`src/rtl/mips_mem_loader.sv`:
```
// Boot-time loader for the single-cycle MIPS core.
// A session clears data memory and the register file, then streams bytes
// from an external valid/ready source into data memory at ascending byte
// addresses. The CPU is held in reset until one session has completed.
module mips_mem_loader #(
  parameter int DMEM_BYTES = 32,
  parameter int NREGS      = 32,
  parameter int ADDR_W     = 5
) (
  input  logic              i_Clk,
  input  logic              i_Rst,
  input  logic              i_Start,
  input  logic [ADDR_W:0]   i_Len,
  input  logic              i_Byte_valid,
  input  logic [7:0]        i_Byte,
  output logic              o_Byte_ready,
  output logic              o_Dmem_we,
  output logic [ADDR_W-1:0] o_Dmem_addr,
  output logic [7:0]        o_Dmem_wdata,
  output logic              o_Reg_we,
  output logic [ADDR_W-1:0] o_Reg_addr,
  output logic [31:0]       o_Reg_wdata,
  output logic              o_Cpu_rst_n,
  output logic              o_Busy,
  output logic              o_Done,
  output logic [ADDR_W:0]   o_Byte_count
);

  typedef enum logic [1:0] {
    S_IDLE = 2'd0,
    S_CLR  = 2'd1,
    S_LOAD = 2'd2,
    S_DONE = 2'd3
  } state_t;

  // Longest session the memory can hold; longer requests are clamped here.
  localparam logic [ADDR_W:0]   LP_MAX_LEN  = (ADDR_W+1)'(DMEM_BYTES);
  // Index written on the final clear cycle.
  localparam logic [ADDR_W-1:0] LP_LAST_IDX = ADDR_W'(NREGS - 1);

  state_t              r_state;
  logic [ADDR_W-1:0]   r_idx;
  logic [ADDR_W:0]     r_count;
  logic [ADDR_W:0]     r_len;
  logic                r_run;

  state_t              w_state_next;
  logic [ADDR_W-1:0]   w_idx_next;
  logic [ADDR_W:0]     w_count_next;
  logic [ADDR_W:0]     w_len_next;
  logic                w_run_next;
  logic [ADDR_W:0]     w_len_clamped;
  logic [ADDR_W:0]     w_count_inc;
  logic                w_room;
  logic                w_accept;

  // Session length as latched on start: min(i_Len, DMEM_BYTES).
  assign w_len_clamped = (i_Len > LP_MAX_LEN) ? LP_MAX_LEN : i_Len;
  assign w_count_inc   = r_count + (ADDR_W+1)'(1);
  // Count never passes len, so the byte after the last one is never taken
  // and the write address cannot wrap.
  assign w_room        = (r_count != r_len);
  assign w_accept      = (r_state == S_LOAD) && w_room && i_Byte_valid;

  assign o_Byte_count  = r_count;
  assign o_Reg_wdata   = '0;

  // Next-state, counter updates and all strobes, decoded from registered
  // state so the byte handshake completes in the same cycle it is offered.
  always_comb begin
    // NOTE: every output of this block gets a default before the case so no
    // path leaves a signal unassigned, which would otherwise infer a latch.
    w_state_next = r_state;
    w_idx_next   = r_idx;
    w_count_next = r_count;
    w_len_next   = r_len;
    w_run_next   = r_run;
    o_Byte_ready = 1'b0;
    o_Dmem_we    = 1'b0;
    o_Dmem_addr  = '0;
    o_Dmem_wdata = '0;
    o_Reg_we     = 1'b0;
    o_Reg_addr   = '0;
    o_Cpu_rst_n  = 1'b0;
    o_Busy       = (r_state != S_IDLE);
    o_Done       = 1'b0;

    unique case (r_state)
      S_IDLE: begin
        // CPU is released only after a session has completed.
        o_Cpu_rst_n = r_run;
        if (i_Start) begin
          w_state_next = S_CLR;
          w_idx_next   = '0;
          w_count_next = '0;
          w_run_next   = 1'b0;
          w_len_next   = w_len_clamped;
        end
      end

      S_CLR: begin
        // Both memories are zeroed side by side, one entry per cycle.
        o_Dmem_we   = 1'b1;
        o_Dmem_addr = r_idx;
        o_Reg_we    = 1'b1;
        o_Reg_addr  = r_idx;
        w_idx_next  = r_idx + ADDR_W'(1);
        if (r_idx == LP_LAST_IDX) begin
          w_state_next = (r_len != '0) ? S_LOAD : S_DONE;
        end
      end

      S_LOAD: begin
        o_Byte_ready = w_room;
        if (w_accept) begin
          o_Dmem_we    = 1'b1;
          o_Dmem_addr  = r_count[ADDR_W-1:0];
          o_Dmem_wdata = i_Byte;
          w_count_next = w_count_inc;
          if (w_count_inc == r_len) begin
            w_state_next = S_DONE;
          end
        end
      end

      S_DONE: begin
        o_Done       = 1'b1;
        w_run_next   = 1'b1;
        w_state_next = S_IDLE;
      end

      default: begin
        w_state_next = S_IDLE;
      end
    endcase
  end

  // State and counter registers with synchronous active-low reset.
  always_ff @(posedge i_Clk) begin
    // NOTE: sequential state is written with non-blocking assignments so
    // every register samples the pre-edge values of the others.
    if (!i_Rst) begin
      r_state <= S_IDLE;
      r_idx   <= '0;
      r_count <= '0;
      r_len   <= '0;
      r_run   <= 1'b0;
    end else begin
      r_state <= w_state_next;
      r_idx   <= w_idx_next;
      r_count <= w_count_next;
      r_len   <= w_len_next;
      r_run   <= w_run_next;
    end
  end

endmodule
```
`config.mk`:
```
export PLATFORM = sky130hd
export DESIGN_NAME = mips_mem_loader
export DESIGN_NICKNAME = d
export VERILOG_FILES = /design/src/rtl/mips_mem_loader.sv
export SDC_FILE = /design/constraint.sdc
export NUM_CORES = 1
export LEC_CHECK = 0
export ABC_AREA = 1
export BUFFER_PORTS_ARGS = -buffer_cell sky130_fd_sc_hd__buf_2
export CAP_MARGIN = 30
export CORE_ASPECT_RATIO = 1.1
export CORE_MARGIN = 2
export CORE_UTILIZATION = 46
export CTS_CLUSTER_DIAMETER = 30
export CTS_CLUSTER_SIZE = 8
export DETAILED_ROUTE_END_ITERATION = 16
export GPL_ROUTABILITY_DRIVEN = 0
export PLACE_DENSITY = 0.81
export SLEW_MARGIN = 20
export SYNTH_ARGS = -nofsm -noshare
export SYNTH_HDL_FRONTEND = slang
export SYNTH_SLANG_ARGS = --single-unit
```
`constraint.sdc`:
```
create_clock -name i_Clk -period 4.5 [get_ports i_Clk]
set_input_delay 1.125 -clock i_Clk [delete_from_list [all_inputs] [get_ports i_Clk]]
set_output_delay 1.125 -clock i_Clk [all_outputs]
set_load 0.005 [all_outputs]
```
======== Word level (Yosys, flattened, before mapping) ========
Cells that the tools add are included.
storage, ports and cells
  register bits after elaboration ......... 20
  input port bits ......................... 18
  output and inout port bits .............. 62
  logic and storage cells ................. 56
cells by class
  add/sub/neg operators ................... 2
  $lt $le $gt $ge ......................... 1
  eq/ne operators ......................... 10
  multiplexer cells ....................... 25
  reduce and logical (&&, ||, !) cells .... 13
operator list
  operator               number
  $pmux W5 S2            2
  $mux W6                3
  $mux W8                2
  $mux W5                3
  $pmux W6 S2            1
  $mux W2                4
  $pmux W2 S4            1
  $reduce_bool A2 Y1     4
  $mux W1                7
  $add A6 B1 Y6 const B  1
  $eq A6 B6 Y1           1
  $gt A6 B6 Y1 const B   1
  $ne A2 B2 Y1 const B   3
  $ne A6 B6 Y1           1
  $reduce_and A2 Y1      3
  $reduce_bool A6 Y1     1
  $add A5 B1 Y5 const B  1
  $eq A5 B5 Y1 const B   1
  $eq A2 B2 Y1 const B   2
  $pmux W1 S2            2
  $reduce_and A4 Y1      1
  $reduce_and A3 Y1      1
  $eq A2 B1 Y1 const B   1
  $logic_and A1 B1 Y1    2
  other kinds (2)        2

======== Logic depth before layout (Yosys ltp) ========
Gate-level depths: netlist (run 1).
  depth in word-level cells ............... 5
  mapped depth ............................ 13

======== Worst setup path before layout (run 1) ========
No wires, ideal clock.
  path type ............................... in2out
  start point ............................. input i_Byte_valid
  end point ............................... output o_Dmem_addr[2]
  data arrival time ....................... 1.652 ns
  required time ........................... 3.375 ns
  setup slack ............................. 1.723 ns
  stages .................................. 5
  path buffers ............................ 1
  cell sequence ........................... nand3_2 -> buf_4 -> inv_2 -> nand2_1 -> a21oi_1
on the way
  longest elaborated chain between the ends .. 3
ends and longest elaborated chain
  element              RTL line  RTL
  from (decl)          14        input logic i_Byte_valid,
  $logic_and A1 B1 Y1  63        assign w_accept = (r_state == S_LOAD) && w_room && i_Byte_valid;
  $mux W5              115       if (w_accept) begin
  $pmux W5 S2          88        unique case (r_state)
  to (decl)            18        output logic [ADDR_W-1:0] o_Dmem_addr,
No other way between the ends.

======== Worst setup path in the final report (run 1) ========
Same ends and word-level chain as after synthesis.

==> impl_metrics.toml, run 1 <==
[floorplanning]
start_util_pct = 48.1
die_area_um2 = 4330
io_pins = 80
die_h_um = 68.8
fp-row-count = 23
die_x_um = 62.9
core_um2 = 3650

[finish]
finish.instance_area_um2 = 1940
antennaDiodeCount = 0
fin_util_pct = 53.1
drive_gt1_share_pct = 22.7
nFillCells = 400
nNetsFinal = 349
area_delta_synth_final_pct = 10.5

[timing]
finalSetupTns_ns = 0
tightest_slew_ns = 0.562
finClkSkew_ns = 0.000840
finalMaxSlewViolations = 0
setup-violations-final = 0
fin_crit_sh_pct = 69.1
hold_viol = 0
timing.final.crit_period_ns = 3.11
rsz0062_at_grt = "no"
fmax_ghz = 0.321
maxSlewHeadroom_pct = 62.2

[logic_synthesis]
syn_area_um2 = 1760
ys_top_cells_by_area = "dfxtp_1 (23%), buf_4 (14%), nand2_1 (14%)"
synth_edf_count = 0
yosysTopAreaCell = "dfxtp_1"
avgSynthCellArea_um2 = 6.32
syn_inst = 278
async_reset_ff_share_pct = 0
synth_top_area_share_pct = 22.8
synth-seq-area-share_pct = 22.8
yosys_warnings = 0
synthDistinctLibCells = 31
synthTopCellsByCount = "nand2_1 (64), inv_1 (42), buf_4 (33), nor2_1 (24), a21oi_1 (21)"
yosysMostFrequentCell = "nand2_1"
ys.flop_type = "dfxtp_1"
ys_seq_elements = 20

[routing]
final_antenna_net_count = 0
wirelength_um = 3810
vias_per_cell = 4.62
detail_route.iter0.violations = 57
vias = 1720
drc_errors = 0
firstDrtPassIters = 4
wire_per_inst_um = 10.3

[min_path]
hold_depth = 2
min_path_type = "flop to flop"
holdPathEnd = "r_run"
hp-start = "r_run"

[setup_path]
r2r-end = "r_idx[3]"
critPathKind = "input pin to output port"
reg2reg_setup_slack_ns = 2.44
path_max_fanout = 11
critPathRequiredTime_ns = 3.38
cp-end-kind = "output port"
reg2reg_from = "r_state[0]"
cp.arrival_ns = 1.99
ff2ff_path_depth = 6
crit_path_start_kind = "input pin"

[pwr]
p_leak_uw = 0.00107
vdd_ir_drop_max_v = 0.000333
powerDensity_nw_per_um2 = 354

[job]
cap_violations = 0

[grt]
overflow = 0
gr-usage-all-layers_pct = 17.5
grt_pass1_vias = 1407
grt_pass1_wl_um = 5960
grt_max_degree = 13
antenna_found_initial = 0

[clock_network]
root_buffer = "clkbuf_8"
hold_buffers = 0
clk_latency_ns = 0.26
cts_num_sinks = 20
max-clock-path-buffers = 2
htreeDepth = 1
clkSlewWorstSetupHoldPaths_ns = 0.07
tritoncts = "built"
cts_setup_buffers = 0
cts_resized = 0
cts_buffers = 3

[place]
dp_hpwl_um = 3060
io_buffer_count = 47
placed_area_um2 = 1900

[outcome]
status = "completed"
[metal layers]
layer  global-route usage [%]  part of all wire (%)  vias to the layer above  routed length, um
met2                     31.8                    47                       75               1800
met3                     3.41                   7.6                        7                288
li1                         -                     -                      898                  -
met5                        0                     0                        -                  0
met1                     19.9                    43                      740               1650
met4                     8.89                   2.0                        0                 75
[worst max-delay path, cell delays in order]
cell,delay [ns]
buf_2,0.11
nand3_2,0.23
inv_2,0.18
nand2_1,0.06
a21oi_1,0.14
buf_2,0.13
[logic make-up after synthesis]
group                    after synthesis  share of synthesized area [%]
adder cells (fa/ha/maj)                7                           4.99
flip-flops                            20                           22.8
other                                  1                          0.213
AND/OR/NAND/NOR                      129                           34.8
AO/OA/AOI/OAI                         36                           11.1
buffers and inverters                 84                           25.6
XOR/XNOR                               1                          0.499
[power breakdown]
part | internal (uW) | leakage (uW) | switching (uW)
Combinational | 114 | 0.000888 | 223
Clock | 59.7 | 0.0000216 | 58.0
Sequential | 203 | 0.000163 | 30.6
[worst max-delay path by stage]
stage	startpoint	end	slack [ns]	cells past startpoint
finish	i_Byte_valid	o_Dmem_addr[2]	1.39	6
global route	o_Byte_count[4]	o_Dmem_addr[1]	1.26	10
CTS	i_Byte_valid	o_Dmem_addr[2]	1.40	6
detailed placement	i_Byte_valid	o_Dmem_addr[2]	1.40	6
global placement	i_Byte_valid	o_Dmem_addr[2]	1.43	6
floorplan	i_Byte_valid	o_Dmem_addr[2]	1.72	5
[cell usage in the layout (no fill, tap or decap), drive strengths merged]
cell type,count
a31oi,1
nand4,3
clkbuf,3
dfxtp,20
nor2,30
nor3,6
o21ai,9
or2,1
conb,32
inv,46
nand2,69
nor3b,1
clkinv,1
a211oi,2
nor4,1
buf,47
or4,1
xor2,1
a21oi,22
ha,7
nand3,17
a22oi,2
[layout make-up]
cell class / count / area (um2) / area share, %
Clock buffer: 3 / 41.3 / 2.13
Inverter: 47 / 179 / 9.21
Multi-Input combinational cell: 205 / 1020 / 52.7
Sequential cell: 20 / 400 / 20.6
Tap cell: 50 / 62.6 / 3.22
Timing Repair Buffer: 47 / 235 / 12.1
[registers in the layout (all words and copies together), names as in the netlist]
name          count
r_len             6
r_state           2
o_Byte_count      6
r_idx             5
r_run             1
[per-stage QoR]
stage	setup slack, ns	hold WS, ns	total power, uW	std cells
after floorplan	1.72	0.446	500	309
after global placement	1.43	0.460	562	369
after detailed placement	1.40	0.458	571	369
after CTS	1.40	0.470	692	372
after global routing	1.26	0.520	745	372
final	1.39	0.471	688	372
(Power assumes the default switching activity.)
==> inputs of run 2 (changes only) <==
==> constraint.sdc (replaced) <==
create_clock -name i_Clk -period 3.1 [get_ports i_Clk]
set_input_delay 0.775 -clock i_Clk [delete_from_list [all_inputs] [get_ports i_Clk]]
set_output_delay 0.775 -clock i_Clk [all_outputs]
set_load 0.005 [all_outputs]
==> run 2 against run 1 <==
Clock power up 44%; register-to-register slack worse by 1.4 ns; first-iteration DRC count up 30%.
==> impl_metrics.toml, run 2 (synthesized netlist as in run 1, its figures left out) <==
[outcome]
status = "completed"

[pwr]
power.share.sequential_pct = 34.1
p_int_uw = 546
p_clk_share_pct = 17.0
power.share.switching_pct = 45.1
comb_power_share_pct = 48.8
vdd_ir_drop_max_v = 0.000362
p_sw_uw = 450
p_leak_uw = 0.00107
powerDensity_nw_per_um2 = 513

[grt]
antenna_found_initial = 0
overflow = 0
grt_pass1_wl_um = 6360
grt_pass1_vias = 1503
grt_max_degree = 13
gr-usage-all-layers_pct = 18.3

[floorplanning]
die_x_um = 62.9
io_pins = 80
start_util_pct = 48.1
fp-row-count = 23
core_um2 = 3650
die_h_um = 68.8
die_area_um2 = 4330

[routing]
detail_route.iter0.violations = 74
wire_per_inst_um = 10.3
vias = 1739
vias_per_cell = 4.67
firstDrtPassIters = 4
wirelength_um = 3850
final_antenna_net_count = 0
drc_errors = 0

[setup_path]
worst-path-buf-inv = 3
crit_family = "simple AND/OR/NAND/NOR gates"
critPathRequiredTime_ns = 2.32
cp_common_cell = "nand2_1"
cp-end-kind = "output port"
crit_chain = "inv_1, nand2_1, nand2_1, nor2_1, nand3_2, nand3_2, inv_2, nand2_1, a21oi_1, buf_2"
reg2reg_setup_slack_ns = 1.08
cp.arrival_ns = 1.92
crit_path_start_kind = "flop"
max_stage_delay_ns = 0.49
path_max_fanout = 11
slowest_stage = "dfxtp_1"
critPathKind = "flop to output port"

[finish]
final_cell_mix = "nand2_1 (64), buf_2 (47), inv_1 (42)"
finish.instance_area_um2 = 1940
multiInputGateArea_um2 = 1020
area_delta_synth_final_pct = 10.5
antennaDiodeCount = 0
nNetsFinal = 349
nFillCells = 401
ff_latch_area_um2 = 400
drive_gt1_share_pct = 22.7
layout_commonest_cell = "nand2_1"

[timing]
fmax_ghz = 0.371
timing.final.crit_period_ns = 2.69
maxSlewHeadroom_pct = 65.1
hold_viol = 0
finalSetupTns_ns = 0
finClkSkew_ns = 0.00111
fin_crit_sh_pct = 86.9
setup_ws_ns = 0.405
rsz0062_at_grt = "no"
tightest_slew_ns = 0.518
setup-violations-final = 0
finalMaxSlewViolations = 0

[clock_network]
hold_buffers = 0
tritoncts = "built"
cts_buffers = 3
htreeDepth = 1
max-clock-path-buffers = 2
root_buffer = "clkbuf_8"
clk_latency_ns = 0.25
cts_num_sinks = 20
clkSlewWorstSetupHoldPaths_ns = 0.07
cts_resized = 0
cts_setup_buffers = 0

[job]
cap_violations = 0

[min_path]
min_path_type = "flop to flop"

[place]
dpl_worst_slack_ns = 0.706
io_buffer_count = 47
dp_hpwl_um = 3140
placed_area_um2 = 1900
-- run 2: cell counts in the layout (fill, tap and decap cells not counted) --
Identical to the previous run, type by type.
-- run 2: area by class of cell --
class	instances	area share, %
clock buffer	3	2.13
inverter	47	9.21
multi-input combinational	205	52.7
sequential	20	20.6
tap	50	3.22
timing repair buffer	47	12.1
-- run 2: final timing paths --
check / end / start / depth (start not counted)
worst max-delay path: o_Dmem_addr[4] / o_Byte_count[4] / 10
worst min-delay path: r_run / r_run / 2
worst max register to register: r_idx[3] / r_state[0] / 6
worst min register to register: r_run / r_run / 2
-- run 2: worst register-to-register path, cell delays in order (launching register included) --
cell,delay (ns)
dfxtp_1,0.44
ha_1,0.43
inv_1,0.13
o21ai_0,0.45
inv_1,0.18
nor4_1,0.21
nor3_1,0.07
-- run 2: power by group through the flow --
stage	logic, uW	clock network, uW	registers, uW
after floorplan	394	0	332
after detailed placement	485	0	345
final	486	170	340
after global placement	476	0	343
after global routing	559	186	345
after CTS	488	177	339
-- run 2: stage by stage --
step | hold WS (ns) | util [%] | std cells | power, uW
global route | 0.508 | 53.1 | 372 | 1090
finish | 0.473 | 53.1 | 372 | 996
floorplan | 0.446 | - | 309 | 726
CTS | 0.479 | 53.1 | 372 | 1000
detailed placement | 0.466 | 52.0 | 369 | 830
global placement | 0.457 | 52.0 | 369 | 819
-- run 2: per-layer routing --
layer	up-vias	GRT usage, %	part of all wire, %
met3	7	3.08	7.9
met2	75	35.1	50
met4	0	7.50	1.5
li1	901	-	-
met1	756	20.5	41
met5	-	0	0
